### src/rtl/can_pkg.sv
// Shared CAN constants and the TX CRC state encoding.
package can_pkg;

  localparam int unsigned CAN_CRC_WIDTH = 15;
  // x^15+x^14+x^10+x^8+x^7+x^4+x^3+1 with the implicit x^15 term dropped
  localparam logic [CAN_CRC_WIDTH-1:0] CAN_CRC_POLY = 15'h4599;

  localparam logic BIT_RECESSIVE = 1'b1;
  localparam logic BIT_DOMINANT  = 1'b0;

  typedef enum logic [1:0] {
    ST_IDLE    = 2'd0,
    ST_ACCUM   = 2'd1,
    ST_CRC_SEQ = 2'd2,
    ST_DELIM   = 2'd3
  } tx_state_e;

endpackage

### src/rtl/can_crc_lfsr.sv
// One-bit-per-step CAN CRC LFSR. Shared between the TX and RX CRC paths.
module can_crc_lfsr import can_pkg::*; #(
  parameter int unsigned          CRC_WIDTH = CAN_CRC_WIDTH,
  parameter logic [CRC_WIDTH-1:0] CRC_POLY  = CAN_CRC_POLY
) (
  input  logic                 clk,
  input  logic                 rst_n,
  input  logic                 enable,
  input  logic                 clear,
  input  logic                 data_in,
  output logic [CRC_WIDTH-1:0] crc
);

  logic [CRC_WIDTH-1:0] crc_q;
  logic [CRC_WIDTH-1:0] crc_d;
  logic                 feedback;

  // Next CRC: clear wins over a step; otherwise hold.
  always_comb begin
    feedback = data_in ^ crc_q[CRC_WIDTH-1];
    crc_d    = crc_q;
    if (clear) begin
      crc_d = '0;
    end else if (enable) begin
      crc_d = {crc_q[CRC_WIDTH-2:0], BIT_DOMINANT} ^ (feedback ? CRC_POLY : '0);
    end
  end

  // CRC register.
  always_ff @(posedge clk or negedge rst_n) begin
    if (!rst_n) begin
      crc_q <= '0;
    end else begin
      crc_q <= crc_d;
    end
  end

  assign crc = crc_q;

endmodule

### src/rtl/can_crc_tx.sv
// CAN TX CRC engine: passes protected frame bits through while accumulating
// the CRC, then emits the CRC sequence MSB-first and the recessive delimiter.
module can_crc_tx import can_pkg::*; #(
  parameter int unsigned          CRC_WIDTH = CAN_CRC_WIDTH,
  parameter logic [CRC_WIDTH-1:0] CRC_POLY  = CAN_CRC_POLY
) (
  input  logic                 clk,
  input  logic                 rst_n,
  input  logic                 bit_tick,
  input  logic                 frame_start,
  input  logic                 data_in,
  input  logic                 data_last,
  input  logic                 abort,
  output logic                 tx_bit,
  output logic                 tx_valid,
  output logic                 stuff_en,
  output logic                 busy,
  output logic                 done,
  output logic [CRC_WIDTH-1:0] crc_value
);

  localparam int unsigned          CNT_W    = $clog2(CRC_WIDTH);
  localparam logic [CNT_W-1:0]     CNT_INIT = CNT_W'(CRC_WIDTH - 1);

  tx_state_e        state_q, state_d;
  logic [CNT_W-1:0] cnt_q, cnt_d;
  logic             tx_bit_q, tx_bit_d;
  logic             tx_valid_q, tx_valid_d;
  logic             stuff_en_q, stuff_en_d;
  logic             done_q, done_d;
  // Distinguishes the delimiter bit time from the tick that closes it.
  logic             delim_seen_q, delim_seen_d;
  logic             lfsr_en;
  logic             lfsr_clr;

  can_crc_lfsr #(
    .CRC_WIDTH (CRC_WIDTH),
    .CRC_POLY  (CRC_POLY)
  ) u_lfsr (
    .clk     (clk),
    .rst_n   (rst_n),
    .enable  (lfsr_en),
    .clear   (lfsr_clr),
    .data_in (data_in),
    .crc     (crc_value)
  );

  // Next-state and output logic; abort > frame_start > bit_tick.
  always_comb begin
    state_d      = state_q;
    cnt_d        = cnt_q;
    tx_bit_d     = tx_bit_q;
    tx_valid_d   = tx_valid_q;
    stuff_en_d   = stuff_en_q;
    done_d       = 1'b0;
    delim_seen_d = delim_seen_q;
    lfsr_en      = 1'b0;
    lfsr_clr     = 1'b0;

    if (abort) begin
      // CRC is left untouched so the aborted value stays observable.
      state_d      = ST_IDLE;
      cnt_d        = CNT_INIT;
      tx_bit_d     = BIT_RECESSIVE;
      tx_valid_d   = 1'b0;
      stuff_en_d   = 1'b0;
      delim_seen_d = 1'b0;
    end else if (frame_start) begin
      // A coincident bit_tick is dropped: the new frame starts clean.
      state_d      = ST_ACCUM;
      cnt_d        = CNT_INIT;
      tx_bit_d     = BIT_RECESSIVE;
      tx_valid_d   = 1'b0;
      stuff_en_d   = 1'b0;
      delim_seen_d = 1'b0;
      lfsr_clr     = 1'b1;
    end else if (bit_tick) begin
      unique case (state_q)
        ST_IDLE: begin
          // Nothing to send; outputs already hold idle values.
        end
        ST_ACCUM: begin
          tx_bit_d   = data_in;
          tx_valid_d = 1'b1;
          stuff_en_d = 1'b1;
          lfsr_en    = 1'b1;
          if (data_last) begin
            state_d = ST_CRC_SEQ;
          end
        end
        ST_CRC_SEQ: begin
          tx_bit_d   = crc_value[cnt_q];
          tx_valid_d = 1'b1;
          stuff_en_d = 1'b1;
          if (cnt_q == '0) begin
            state_d = ST_DELIM;
            cnt_d   = CNT_INIT;
          end else begin
            cnt_d = cnt_q - 1'b1;
          end
        end
        ST_DELIM: begin
          tx_bit_d   = BIT_RECESSIVE;
          stuff_en_d = 1'b0;
          if (!delim_seen_q) begin
            tx_valid_d   = 1'b1;
            delim_seen_d = 1'b1;
          end else begin
            tx_valid_d   = 1'b0;
            done_d       = 1'b1;
            delim_seen_d = 1'b0;
            state_d      = ST_IDLE;
          end
        end
        default: begin
          state_d = ST_IDLE;
        end
      endcase
    end
  end

  // State, counter and output registers.
  always_ff @(posedge clk or negedge rst_n) begin
    if (!rst_n) begin
      state_q      <= ST_IDLE;
      cnt_q        <= CNT_INIT;
      tx_bit_q     <= BIT_RECESSIVE;
      tx_valid_q   <= 1'b0;
      stuff_en_q   <= 1'b0;
      done_q       <= 1'b0;
      delim_seen_q <= 1'b0;
    end else begin
      state_q      <= state_d;
      cnt_q        <= cnt_d;
      tx_bit_q     <= tx_bit_d;
      tx_valid_q   <= tx_valid_d;
      stuff_en_q   <= stuff_en_d;
      done_q       <= done_d;
      delim_seen_q <= delim_seen_d;
    end
  end

  assign tx_bit   = tx_bit_q;
  assign tx_valid = tx_valid_q;
  assign stuff_en = stuff_en_q;
  assign done     = done_q;
  assign busy     = (state_q != ST_IDLE);

endmodule

### config.mk
export PLATFORM = sky130hd
export DESIGN_NAME = can_crc_tx
export DESIGN_NICKNAME = d
export VERILOG_FILES = /design/src/rtl/can_pkg.sv /design/src/rtl/can_crc_lfsr.sv /design/src/rtl/can_crc_tx.sv
export SDC_FILE = /design/constraint.sdc
export NUM_CORES = 1
export LEC_CHECK = 0
export BUFFER_PORTS_ARGS = -buffer_cell sky130_fd_sc_hd__buf_2
export CAP_MARGIN = 5
export CORE_ASPECT_RATIO = 1.5
export CORE_MARGIN = 1
export CORE_UTILIZATION = 45
export CTS_BUF_LIST = sky130_fd_sc_hd__clkbuf_2
export CTS_CLUSTER_DIAMETER = 40
export DETAILED_ROUTE_END_ITERATION = 10
export GPL_TIMING_DRIVEN = 0
export PLACE_DENSITY_LB_ADDON = 0.1
export REMOVE_ABC_BUFFERS = 1
export SETUP_SLACK_MARGIN = 0.4
export SKIP_LAST_GASP = 1
export SLEW_MARGIN = 15
export SYNTH_ARGS = -nofsm -noshare
export SYNTH_HDL_FRONTEND = slang
export SYNTH_SLANG_ARGS = --single-unit
### constraint.sdc
create_clock -name clk -period 2 [get_ports clk]
set_input_delay 0.2 -clock clk [delete_from_list [all_inputs] [get_ports clk]]
set_output_delay 0.2 -clock clk [all_outputs]
set_load 0.02 [all_outputs]
==> impl_metrics.csv <==
group,metric,value,unit
run_status,outcome,"completed",
power,seqPwrFrac,0.568,
drt,drt_iter0_drc,11,
setup_path,crit_slowest_cell,"dfrtp_2",
setup_path,arrival,2.09,ns
cts,cts_root_buf,"clkbuf_2",
placed_design,dp_hpwl,2060,um
power,p_comb_frac,0.221,
setup_path,critical_path.max_stage_delay,0.47,ns
setup_path,rr_startpoint,"cnt_q[0]$_DFFE_PN0P_",
global_route,grt_max_degree,27,
setup_path,crit_type,"flip-flop to flip-flop",
hold_path,hold_path_end,"state_q[0]$_DFFE_PN0P_",
die,die_w,47.2,um
placed_design,placedCellCount,180,
global_route,met2_usage,0.370,
power,p_per_area,621,nW/um^2
cells_and_area,fillers,278,
cts,clkSinkCount,26,
global_route,grt_first_pass_wirelength,5290,um
power,clockPowerShare,0.211,
power,switching_share,0.313,
cells_and_area,num_antenna_cells,0,
cts,cts_buffer_depth,2,
hold_path,hold_depth,3,
power,p_leak,0.000793,uW
setup_path,start_kind,"flip-flop",
die,initial_core_util,0.474,
yosys,synth_cell_type_count,37,
cts,clk_latency,0.36,ns
power,irDropWorstVdd,0.400,mV
setup_path,worst_r2r_path_depth,6,
global_route,grt_antenna_before_repair,0,
setup_path,endpoint_kind,"flip-flop",
drt,num_vias,1072,
die,num_rows,24,
timing,period_minus_slack,1.79,ns
global_route,grt.overflow.total,0,
placed_design,numPortBuffers,26,
cells_and_area,drive_gt1_frac,0.367,
drt,drc,0,
cells_and_area,regArea,657,sq um
drt,vias_per_cell,5.67,
timing,fin_skew,0.0301,ns
cts,cts_max_level,1,
drt,drt_wl_total,3050,um
timing,fmax,559,MHz
yosys,syn_avg_cell_area,11.1,sq um
yosys,yosysSeqAreaShare,0.475,
power,internal_power,695,uW
cells_and_area,instances_no_fill,189,
power,power_switching,316,uW
die,die_area,3300,sq um
drt,firstDrtPassIters,5,
timing,finalCritPeriodShare,0.895,
yosys,yosysWarnings,0,
yosys,netlist_area,1380,sq um
cells_and_area,multi_input_area,696,sq um
timing,rsz0062_at_grt,"yes",
die,core_area,2910,sq um
die,die_h,69.9,um
hold_path,hp-class,"primary input to flip-flop",
yosys,synth-async-reset-ratio,1.00,
cts,cts_made_buffers,3,
yosys,synth_edf_count,0,
timing,timing.final.hold_violations,0,
hold_path,hp-start,"abort",
die,io_pins,27,
timing,worst_slew_pin_slew,0.589,ns
setup_path,crit_start,"cnt_q[0]$_DFFE_PN0P_",
timing,slew_headroom,0.607,
cells_and_area,syn_to_final_growth,17.8,%
placed_design,placed_area,1510,sq um
setup_path,cp_cell_sequence,"inv_2, ha_4, or3b_4, a222oi_1, o21ai_2, mux2_4",
yosys,syn_inst,125,
global_route,grt_pass1_vias,1095,
cells_and_area,nNetsFinal,163,
timing,drv_slew,0,
drt,drtAntennaViolNets,0,
power,p_total,1010,uW
placed_design,place_congestion,0.770,
timing,tns,0,ns
yosys,ys_seq_elements,26,
global_route,met3_usage,0.0258,
cts,clkTransAtPathRegs,0.27,ns
global_route,busiest_layer,"met2",
global_route,grt_use_total,0.218,
flow_run,cap_viol_max_count,0,
timing,setup_viol,0,
cells_and_area,design_area,1630,sq um
global_route,grt_use_met1,0.279,
setup_path,rr_endpoint,"state_q[1]$_DFFE_PN0P_",
drt,wl_per_cell,16.1,um
setup_path,reg2reg_slack,0.21,ns
setup_path,path_max_fanout,2,
timing,hold-worst-slack,0.107,ns
setup_path,critPathRequiredTime,2.29,ns
cts,cts_tree,"yes",
yosys,synth_ff_type,"dfrtp_1",
metal layers:
layer | part of all wire | routed length (um) | vias to the layer above
met3 | 0.026 | 80 | 2
li1 | - | - | 503
met1 | 0.42 | 1270 | 545
met4 | 0.0069 | 21 | 0
met5 | 0 | 0 | -
met2 | 0.55 | 1680 | 22
timing repair:
| action | in CTS | in global routing |
|---|---|---|
| endpoints found under the hold margin | 22 | 0 |
| setup buffers | 4 | 0 |
| pin swaps | 3 | 2 |
| endpoints found under the setup margin | 20 | 17 |
| resized for setup | 11 | 8 |
| hold buffers | 1 | 0 |
power by group through the flow:
stage	Combinational [uW]	Sequential (uW)	Clock, uW
2_1_floorplan	110	596	0
3_3_place_gp	189	581	0
3_5_place_dp	191	583	0
4_1_cts	210	572	219
5_1_grt	250	578	243
6_report	223	574	213
registers in the layout (all words and copies together), names as in the netlist:
name	count
u_lfsr.crc	15
tx_bit	1
state_q	2
delim_seen_q	1
cnt_q	4
stuff_en	1
done	1
tx_valid	1
how the worst max path moves through the flow:
stage               cells after the start                endpoint  slack [ns]
detailed placement                      6  state_q[1]$_DFFE_PN0P_       -0.06
global route                            6  state_q[1]$_DFFE_PN0P_        0.18
global placement                        6  state_q[1]$_DFFE_PN0P_       -0.03
finish                                  6  state_q[1]$_DFFE_PN0P_        0.21
CTS                                     6  state_q[1]$_DFFE_PN0P_        0.19
floorplan                               6  state_q[1]$_DFFE_PN0P_        0.12
final cells by class:
class	count	share of cell area
sequential	26	0.404
timing repair buffer	31	0.106
clock buffer	4	0.0123
tap	39	0.0300
multi-input combinational	80	0.427
inverter	9	0.0208
cells in the mapped netlist (all sizes together) (2+ instances only):
master   count  area (sq um)
dfrtp       22           551
a22o        14           123
inv          9          33.8
nor2         7          26.3
xor2         7          61.3
clkbuf       6          22.5
nand2        6          22.5
ha           5          62.6
buf          4          26.3
dfstp        4           105
mux2i        4          40.0
a21oi        3          15.0
a21o         2          15.0
a31oi        2          12.5
mux4         2          45.0
nor3b        2          15.0
o2111ai      2          17.5
o211ai       2          15.0
o21ai        2          10.0
o31ai        2          15.0
or2          2          12.5
xnor2        2          17.5
placed cells by master, fill, tap and decap left out, types with 2 or more instances in the layout:
cell type and count:
a22o_1 14, ha_1 2, o2111ai_1 2, mux2i_1 4
nand2_1 6, a21oi_1 3, dfrtp_1 21, buf_4 5
nor3b_1 2, a31oi_1 2, mux4_2 2, dfstp_2 4
ha_4 2, nor2_1 7, clkbuf_2 4, buf_2 25
a21o_1 2, xnor2_1 2, inv_2 4, xor2_1 6
inv_1 5, o211ai_1 2
critical path, delay by kind of cell, from the launching register on:
family          cells  cell delay [ns]
compound gates      2             0.41
mux                 1             0.31
flops               1             0.47
simple gates        1             0.38
fa+ha+maj           1             0.12
buf+inv             1             0.07
cells by family after synthesis:
logic type               after synthesis  share of synthesized area
AO/OA/AOI/OAI                         35                      0.199
flip-flops                            26                      0.475
AND/OR/NAND/NOR                       24                     0.0915
buffers and inverters                 19                     0.0598
XOR/XNOR                               9                     0.0571
multiplexers                           7                     0.0725
adder cells (fa/ha/maj)                5                     0.0453
metrics by stage:
stage	utilization	worst slack (ns)
CTS	0.549	0.194
global placement	0.519	-0.0317
detailed placement	0.519	-0.0585
finish	0.559	0.210
floorplan	-	0.125
global route	0.559	0.177
Note: power is estimated with default switching activity, not from simulation.
